`config.mk`:
```
export PLATFORM = sky130hd
export DESIGN_NAME = rs232_rx
export DESIGN_NICKNAME = d
export VERILOG_FILES = /design/src/rtl/rs232_pkg.sv /design/src/rtl/rs232_rx_sync.sv /design/src/rtl/rs232_rx.sv
export SDC_FILE = /design/constraint.sdc
export NUM_CORES = 1
export LEC_CHECK = 0
export BUFFER_PORTS_ARGS = -buffer_cell sky130_fd_sc_hd__buf_2
export CAP_MARGIN = 20
export CORE_MARGIN = 2
export CORE_UTILIZATION = 59
export DETAILED_ROUTE_END_ITERATION = 6
export GPL_TIMING_DRIVEN = 0
export PLACE_DENSITY = 0.79
export SKIP_CTS_REPAIR_TIMING = 1
export SLEW_MARGIN = 40
export SYNTH_ARGS = -nofsm -noshare
export SYNTH_HDL_FRONTEND = slang
export SYNTH_HIERARCHICAL = 1
export SYNTH_SLANG_ARGS = --single-unit
```
`constraint.sdc`:
```
create_clock -name clk -period 3.06 [get_ports clk]
set_input_delay 0.612 -clock clk [delete_from_list [all_inputs] [get_ports clk]]
set_output_delay 0.612 -clock clk [all_outputs]
set_load 0.005 [all_outputs]
```
`src/rtl/rs232_pkg.sv`:
```
// Shared types and constants for the RS232 receiver: FSM state encoding,
// default clock/baud values and the bit-period divisor helper.
package rs232_pkg;

  typedef enum logic [2:0] {
    IDLE  = 3'd0,
    START = 3'd1,
    DATA  = 3'd2,
    STOP  = 3'd3,
    BREAK = 3'd4
  } rs232_state_e;

  localparam int unsigned CLOCK_FREQ_DEF = 50_000_000;
  localparam int unsigned BAUD_FAST_DEF  = 115_200;
  localparam int unsigned BAUD_SLOW_DEF  = 9_600;

  // Clock cycles per bit; integer division truncates.
  function automatic int unsigned div_of(input int unsigned clock_freq,
                                         input int unsigned baud);
    return clock_freq / baud;
  endfunction

  localparam int unsigned CNT_W_DEF = $clog2(div_of(CLOCK_FREQ_DEF, BAUD_SLOW_DEF));

endpackage

```
`src/rtl/rs232_rx_sync.sv`:
```
// Two-flop synchroniser for rxd plus the sample-value path. With
// RS232_RX_MAJORITY_EN defined the sample is a 2-of-3 vote over the last three rxd_s values.
module rs232_rx_sync (
  input  logic clk,
  input  logic rst,
  input  logic rxd_i,
  output logic rxd_s_o,
  output logic sample_val_o
);

  logic meta_q;
  logic sync_q;

  always_ff @(posedge clk) begin
    if (rst) begin
      meta_q <= 1'b1;
      sync_q <= 1'b1;
    end else begin
      meta_q <= rxd_i;
      sync_q <= meta_q;
    end
  end

  assign rxd_s_o = sync_q;

`ifdef RS232_RX_MAJORITY_EN
  logic hist1_q;
  logic hist2_q;

  always_ff @(posedge clk) begin
    if (rst) begin
      hist1_q <= 1'b1;
      hist2_q <= 1'b1;
    end else begin
      hist1_q <= sync_q;
      hist2_q <= hist1_q;
    end
  end

  // Vote is combinational on registered history, so sample latency is unchanged.
  assign sample_val_o = (sync_q & hist1_q) | (sync_q & hist2_q) | (hist1_q & hist2_q);
`else
  assign sample_val_o = sync_q;
`endif

endmodule

```
`src/rtl/rs232_rx.sv`:
```
// RS232 8N1 receiver: start-edge detect, mid-bit sampling, LSB-first shift,
// stop-bit check. Optional majority sampling via RS232_RX_MAJORITY_EN.
module rs232_rx
  import rs232_pkg::*;
#(
  parameter int unsigned clock_freq = CLOCK_FREQ_DEF,
  parameter int unsigned baud_fast  = BAUD_FAST_DEF,
  parameter int unsigned baud_slow  = BAUD_SLOW_DEF
) (
  input  logic         clk,
  input  logic         rst,
  input  logic         fsel,
  input  logic         rxd,
  output logic [7:0]   data,
  output logic         rdy,
  output logic         ferr,
  output rs232_state_e state_dbg
);

  localparam int unsigned DIV_FAST = div_of(clock_freq, baud_fast);
  localparam int unsigned DIV_SLOW = div_of(clock_freq, baud_slow);
  localparam int unsigned CNT_W    = $clog2(DIV_SLOW);

  localparam logic [CNT_W-1:0] FULL_FAST = CNT_W'(DIV_FAST - 1);
  localparam logic [CNT_W-1:0] FULL_SLOW = CNT_W'(DIV_SLOW - 1);
  localparam logic [CNT_W-1:0] HALF_FAST = CNT_W'(DIV_FAST / 2 - 1);
  localparam logic [CNT_W-1:0] HALF_SLOW = CNT_W'(DIV_SLOW / 2 - 1);

  logic rxd_s;
  logic sample_val;

  rs232_rx_sync u_sync (
    .clk          (clk),
    .rst          (rst),
    .rxd_i        (rxd),
    .rxd_s_o      (rxd_s),
    .sample_val_o (sample_val)
  );

  rs232_state_e     state_q, state_d;
  logic [CNT_W-1:0] cnt_q, cnt_d;
  logic [2:0]       bitcnt_q, bitcnt_d;
  logic [7:0]       shreg_q, shreg_d;
  logic [7:0]       data_q, data_d;
  logic             rdy_q, rdy_d;
  logic             ferr_q, ferr_d;

  logic [CNT_W-1:0] full_ld;
  logic [CNT_W-1:0] half_ld;
  logic             expired;

  // fsel only matters at the moment a reload value is taken.
  always_comb begin
    full_ld = fsel ? FULL_SLOW : FULL_FAST;
    half_ld = fsel ? HALF_SLOW : HALF_FAST;
    expired = (cnt_q == '0);
  end

  always_comb begin
    state_d  = state_q;
    cnt_d    = cnt_q;
    bitcnt_d = bitcnt_q;
    shreg_d  = shreg_q;
    data_d   = data_q;
    rdy_d    = 1'b0;
    ferr_d   = 1'b0;
    unique case (state_q)
      IDLE: begin
        if (!rxd_s) begin
          state_d = START;
          cnt_d   = half_ld;
        end
      end
      START: begin
        if (expired) begin
          if (!sample_val) begin
            state_d  = DATA;
            bitcnt_d = 3'd0;
            cnt_d    = full_ld;
          end else begin
            state_d = IDLE;
          end
        end else begin
          cnt_d = cnt_q - CNT_W'(1);
        end
      end
      DATA: begin
        if (expired) begin
          shreg_d  = {sample_val, shreg_q[7:1]};
          cnt_d    = full_ld;
          bitcnt_d = bitcnt_q + 3'd1;
          if (bitcnt_q == 3'd7) begin
            state_d = STOP;
          end
        end else begin
          cnt_d = cnt_q - CNT_W'(1);
        end
      end
      STOP: begin
        if (expired) begin
          if (sample_val) begin
            data_d  = shreg_q;
            rdy_d   = 1'b1;
            state_d = IDLE;
          end else begin
            ferr_d  = 1'b1;
            state_d = BREAK;
          end
        end else begin
          cnt_d = cnt_q - CNT_W'(1);
        end
      end
      BREAK: begin
        // A line held low must rise before another frame can start.
        if (rxd_s) begin
          state_d = IDLE;
        end
      end
      default: state_d = IDLE;
    endcase
  end

  always_ff @(posedge clk) begin
    if (rst) begin
      state_q  <= IDLE;
      cnt_q    <= '0;
      bitcnt_q <= 3'd0;
      shreg_q  <= 8'h00;
      data_q   <= 8'h00;
      rdy_q    <= 1'b0;
      ferr_q   <= 1'b0;
    end else begin
      state_q  <= state_d;
      cnt_q    <= cnt_d;
      bitcnt_q <= bitcnt_d;
      shreg_q  <= shreg_d;
      data_q   <= data_d;
      rdy_q    <= rdy_d;
      ferr_q   <= ferr_d;
    end
  end

  // rdy/ferr are one-cycle strobes with no ready: the consumer takes data in the rdy cycle.
  assign data      = data_q;
  assign rdy       = rdy_q;
  assign ferr      = ferr_q;
  assign state_dbg = state_q;

endmodule

```
# --- After elaboration in Yosys (flattened, before gate mapping) ---
# Index checks and enable logic that the tools add are counted.
word_totals:
  word_cells: 60
  register_bits: 39
  output_inout_bits: 13
  in_bits: 4
classes:
  bitwise_logic: 2
  n_eq_ne: 14
  add_sub_neg: 2
  muxes: 23
  n_reduce_logical: 10
ops:
  columns: ["cell", "count"]
  rows:
  - ["$mux W13", 6]
  - ["$pmux W13 S4", 1]
  - ["$mux W3", 10]
  - ["$pmux W3 S5", 1]
  - ["$ne A2 B2 Y1 const B", 7]
  - ["$logic_not A13 Y1", 1]
  - ["$sub A13 B1 Y13 const B", 1]
  - ["$mux W12", 1]
  - ["$reduce_and A4 Y1", 2]
  - ["$eq A3 B2 Y1 const B", 2]
  - ["$eq A3 B3 Y1 const B", 2]
  - ["$pmux W3 S2", 1]
  - ["$reduce_and A6 Y1", 1]
  - ["$reduce_bool A4 Y1", 1]
  - ["$add A3 B1 Y3 const B", 1]
  - ["$eq A3 B1 Y1 const B", 1]
  - ["$logic_not A3 Y1", 1]
  - ["$ne A3 B3 Y1 const B", 1]
  - ["$reduce_and A3 Y1", 1]
  - ["$reduce_or A3 Y1", 1]
  - ["$mux W1", 2]
  - ["$mux W2", 1]
  - ["$ne A2 B1 Y1 const B", 1]
  - ["$not A1 Y1", 2]
  - ["other kinds (2)", 2]

# --- Logic depth before layout (Yosys ltp) ---
logic_depth:
  word_depth: 4
  mapped_depth: 9

# --- Modules after synthesis ---
# The synthesis kept the hierarchy.
by_module_without_submodules:
  columns: ["mod", "seq_area_each_um2", "instances", "cells_per_inst", "area_per_inst_um2"]
  rows:
  - ["rs232_rx", 740.7, 1, 253, 2080.7]
  - ["rs232_rx_sync", 40.0, 1, 5, 60.1]

# --- Worst setup path after synthesis ---
# No wires, ideal clock.
synth_path:
  kind: "reg-to-reg"
  startpoint: "reg cnt_q[1]"
  endpoint: "reg cnt_q[3]"
  required_time_ns: 2.928
  path_buffers: 2
  t_arrival_ns: 2.165
  stages_incl_launch_ff: 10
  path_slack_ns: 0.763
  cell_sequence: "dfxtp_1 -> inv_1 -> ha_1 -> or4b_1 -> buf_2 -> or4_4 -> and2_4 -> buf_6 -> o22ai_1 -> a21oi_1"
synth_between:
  elab_chain_cells: 3
  word_cells_on_any_way: 9
synth_lines:
  columns: ["item", "line", "rtl"]
  rows:
  - ["start: declaration", "rs232_rx.sv:41", "logic [CNT_W-1:0] cnt_q, cnt_d;"]
  - ["start signal: assignment", "rs232_rx.sv:134", "cnt_q <= cnt_d;"]
  - ["$sub A13 B1 Y13 or $logic_not A13 Y1 (tied branches)", null, null]
  - ["$mux W13 (tied with other cells)", "rs232_rx.sv:100", "if (expired) begin"]
  - ["$pmux W13 S4 or $reduce_and A4 Y1 (tied branches)", null, null]
# Several ways; a longest one is shown, not always the timed one. The select of a mux whose other input is x is not followed.
# A chain may end at the register's enable or synchronous reset.

# --- Worst setup path after layout ---
# Ends and elaborated chain as after synthesis.

==> summary.md <==
| Metric | Value |
|---|---|
| Worst Hold Launch | rxd |
| Gate Count Post-Synth | around 260 |
| GRT overflow | 0 |
| Fraction of registers with async set/reset | 0% |
| Fill count | 290 |
| R2r setup slk | 0.57 ns |
| Fin crit share | 81.29% |
| Hold Crit Class | input port to register |
| CP Cell Sequence | inv_1, ha_1, or4b_1, buf_2, or4_4, and2_4, buf_6, o22ai_1, a21oi_1 |
| Area Overhead vs Synth | 8.942% |
| Final TNS setup | 0 ns |
| Drt drc | 0 |
| Yosys reg bits | 39 |
| Nets | 289 |
| Register Area | 780.7 um^2 |
| Synth Cell Area | 0.002141 mm^2 |
| Synth unique cells | 59 |
| HPWL after DPL | 3724 um |
| Rows | 21 |
| Final Max Slew Viols | 0 |
| Core ar. | roughly 0.0034 mm^2 |
| R2r endpoint | cnt_q[3] |
| Pwr/cell area | 647.8 mW/mm^2 |
| Largest net degree at the start of global routing | 13 |
| First-pass GRT wire length | between 8000 and 9000 um |
| Clk sinks | 39 |
| CP max stage cell | or4_4 |
| PortBufs | 16 |
| Hold Vio Cnt, Final | 0 |
| Delay of the slowest critical-path stage | 0.59 ns |
| Final Cell Area | 0.002332 mm^2 |
| Final setup viols | 0 |
| R2R depth | 9 |
| Routed Antenna Nets | 0 |
| Die X | 64.24 um |
| Vias per inst | 6.061 |
| Synth area leaders | dfxtp_1 36%, a21oi_1 5.6%, mux2i_1 4.7%, nand2_1 4.6%, nor2_1 4.6% |
| Diode count | 0 |
| Area of the multi-input gates | 0.001225 mm^2 |
| Clk_lat worst skew | between 0.3 and 0.4 ns |
| Clk buf depth | 2 |
| Hold endpoint | u_sync/meta_q |
| FMAX | 0.4020 GHz |
| Peak VDD IR | ~0.32 mV |
| Reg2Reg Launch Point | cnt_q[1] |
| Cell taking the most area after synthesis | dfxtp_1 |
| Initial DRT Pass Iterations | 4 |
| Share of layout cells above drive strength 1 | 16.67% |
| Initial antenna violation count | 0 |
| Total wire length | 5140 um |
| Vias in the first global route | about 1.9k |
| Syn nets | 266 |
| # IOs | 17 |
| Starting Density | 62.67% |
| LEAKAGE | 0.9537 nW |
| Crit path max-delay family | simple AND/OR/NAND/NOR gates |
| Req. time, crit path | ~3.3 ns |
| Max-cap violations | 0 |
| WHS Path Cells | 2 |
| Status | finished, final reports clean |
| RSZ-0062 raised after global routing | no |
| Critical path class | register to register |
| WL per Instance | 15.67 um |
| Crit path max fanout | 10 |
| Top FF cell, synth | dfxtp_1 |
| Final Wtd Congestion | 0.9280 |
| Worst slew pin tran | 0.7348 ns |
| Buf/Inv on CP | 3 |
| Die area | 0.004126 mm^2 |
| DR vias | ~2.0k |
| CP endpoint kind | register |
| Post-layout min period | approximately 2.5 ns |
| Placed standard-cell area | 0.002278 mm^2 |
| Syn avg cell area | 8.298 um^2 |
| Post-synth EDFFs | 0 |
| Final setup skew | 0.009450 ns |
| Slew HR | 50.33% |
| First DRT Iteration DRCs | 230 |
| Die height | 64.24 um |
| Clk slew on worst S/H paths | between 0.1 and 0.15 ns |
| Synth warnings | 6 |
| Clk root buf | clkbuf_4 |
| CTS HTree Levels | 2 |
| Area share of the largest cell type after synthesis | 36.47% |
| Sequential element share of the synthesized area | 36.47% |
| GRT Total Usage | 27.89% |
| CTS tree | yes |
| Clock buffer count from CTS | 5 |
| Crit path arrival time | 2.72 ns |
| Worst setup SP type | register |
==> cells in the mapped netlist, types with 2 or more instances <==
master	number
a31oi_1	2
a21o_1	3
clkbuf_1	9
nor2_1	26
ha_1	4
or3_1	2
nand3_1	6
nor4_1	5
inv_1	9
nor4b_1	2
a21oi_1	24
a21boi_0	2
or4_1	2
buf_6	4
nor3b_1	2
a22oi_1	3
a221oi_2	3
o31ai_1	2
a2111oi_0	2
o21ai_0	17
or2_1	2
xnor2_1	2
o22ai_1	2
buf_2	3
and3_1	4
or4_4	2
nor3_1	6
o21bai_1	2
mux2i_1	10
nand2_1	26
nor2b_1	3
dfxtp_1	39
or2_2	2
==> worst max path at each step <==
stage | slack (ns) | from | cells after the start | to
after floorplan | 0.76 | cnt_q[1] | 9 | cnt_q[3]
after global placement | 0.61 | cnt_q[1] | 9 | cnt_q[3]
after detailed placement | 0.59 | cnt_q[1] | 9 | cnt_q[3]
after CTS | 0.58 | cnt_q[1] | 9 | cnt_q[3]
after global routing | 0.37 | cnt_q[1] | 7 | state_dbg[0]
final | 0.57 | cnt_q[1] | 9 | cnt_q[3]
==> kinds of logic after synthesis <==
logic type      Yosys count  synth area share, %
xor+xnor                  2               0.8184
fa+ha+maj                 5                2.805
mux                      11                5.202
flops                    39                36.47
buf+inv                  26                6.312
simple gates            102                25.54
compound gates           73                22.85
==> layout make-up <==
cell class / instances / share of cell area, %
Clock buffer: 6 / 1.770
Buffer: 17 / 4.345
Timing Repair Buffer: 16 / 3.433
Multi-Input combinational cell: 193 / 52.52
Inverter: 9 / 1.448
Tap cell: 46 / 2.468
Clock inverter: 2 / 0.5365
Sequential cell: 39 / 33.48
==> sequential cells by signal, indices dropped and copies added (netlist names) <==
| signal | count |
|---|---|
| cnt_q | 13 |
| u_sync/meta_q | 1 |
| ferr | 1 |
| bitcnt_q | 3 |
| shreg_q | 8 |
| u_sync/rxd_s_o | 1 |
| rdy | 1 |
| data | 8 |
| state_dbg | 3 |
==> report_power, final <==
group / switching [mW] / total [mW] / leakage (nW) / internal, mW
clock network: 0.178 / 0.266 / 0.0282 / 0.0887
registers: 0.0432 / 0.588 / 0.317 / 0.545
logic: 0.399 / 0.656 / 0.609 / 0.257
total: 0.620 / 1.51 / 0.954 / 0.891
==> layer usage <==
metal  GRT usage [%]  up-vias  wire (um)
li1                -      987          -
met1           39.16      917       2320
met2           41.93       77       2385
met3           6.162        7        360
met4           10.11        0         74
met5               0        -          0
==> cells in the final DEF, fill, tap and decap left out, types with 9 or more instances in the layout <==
cell,netlist,routed
buf_2,3,19
nor2_1,26,26
a21oi_1,24,24
inv_1,9,9
dfxtp_1,39,39
o21ai_0,17,17
mux2i_1,10,10
nand2_1,26,26
clkbuf_1,9,10
==> per-stage QoR <==
step	hold slack (ns)	setup WS, ns	utilization (%)	cells	power (mW)
after CTS	0.4264	0.5765	68.28	328	1.494
after floorplan	0.3832	0.7626	-	258	1.102
after detailed placement	0.4057	0.5893	66.70	320	1.237
after global routing	0.4226	0.3707	68.28	328	1.606
final	0.4266	0.5724	68.28	328	1.511
after global placement	0.3914	0.6120	66.70	320	1.230
Note: power is estimated with default switching activity, not from simulation.
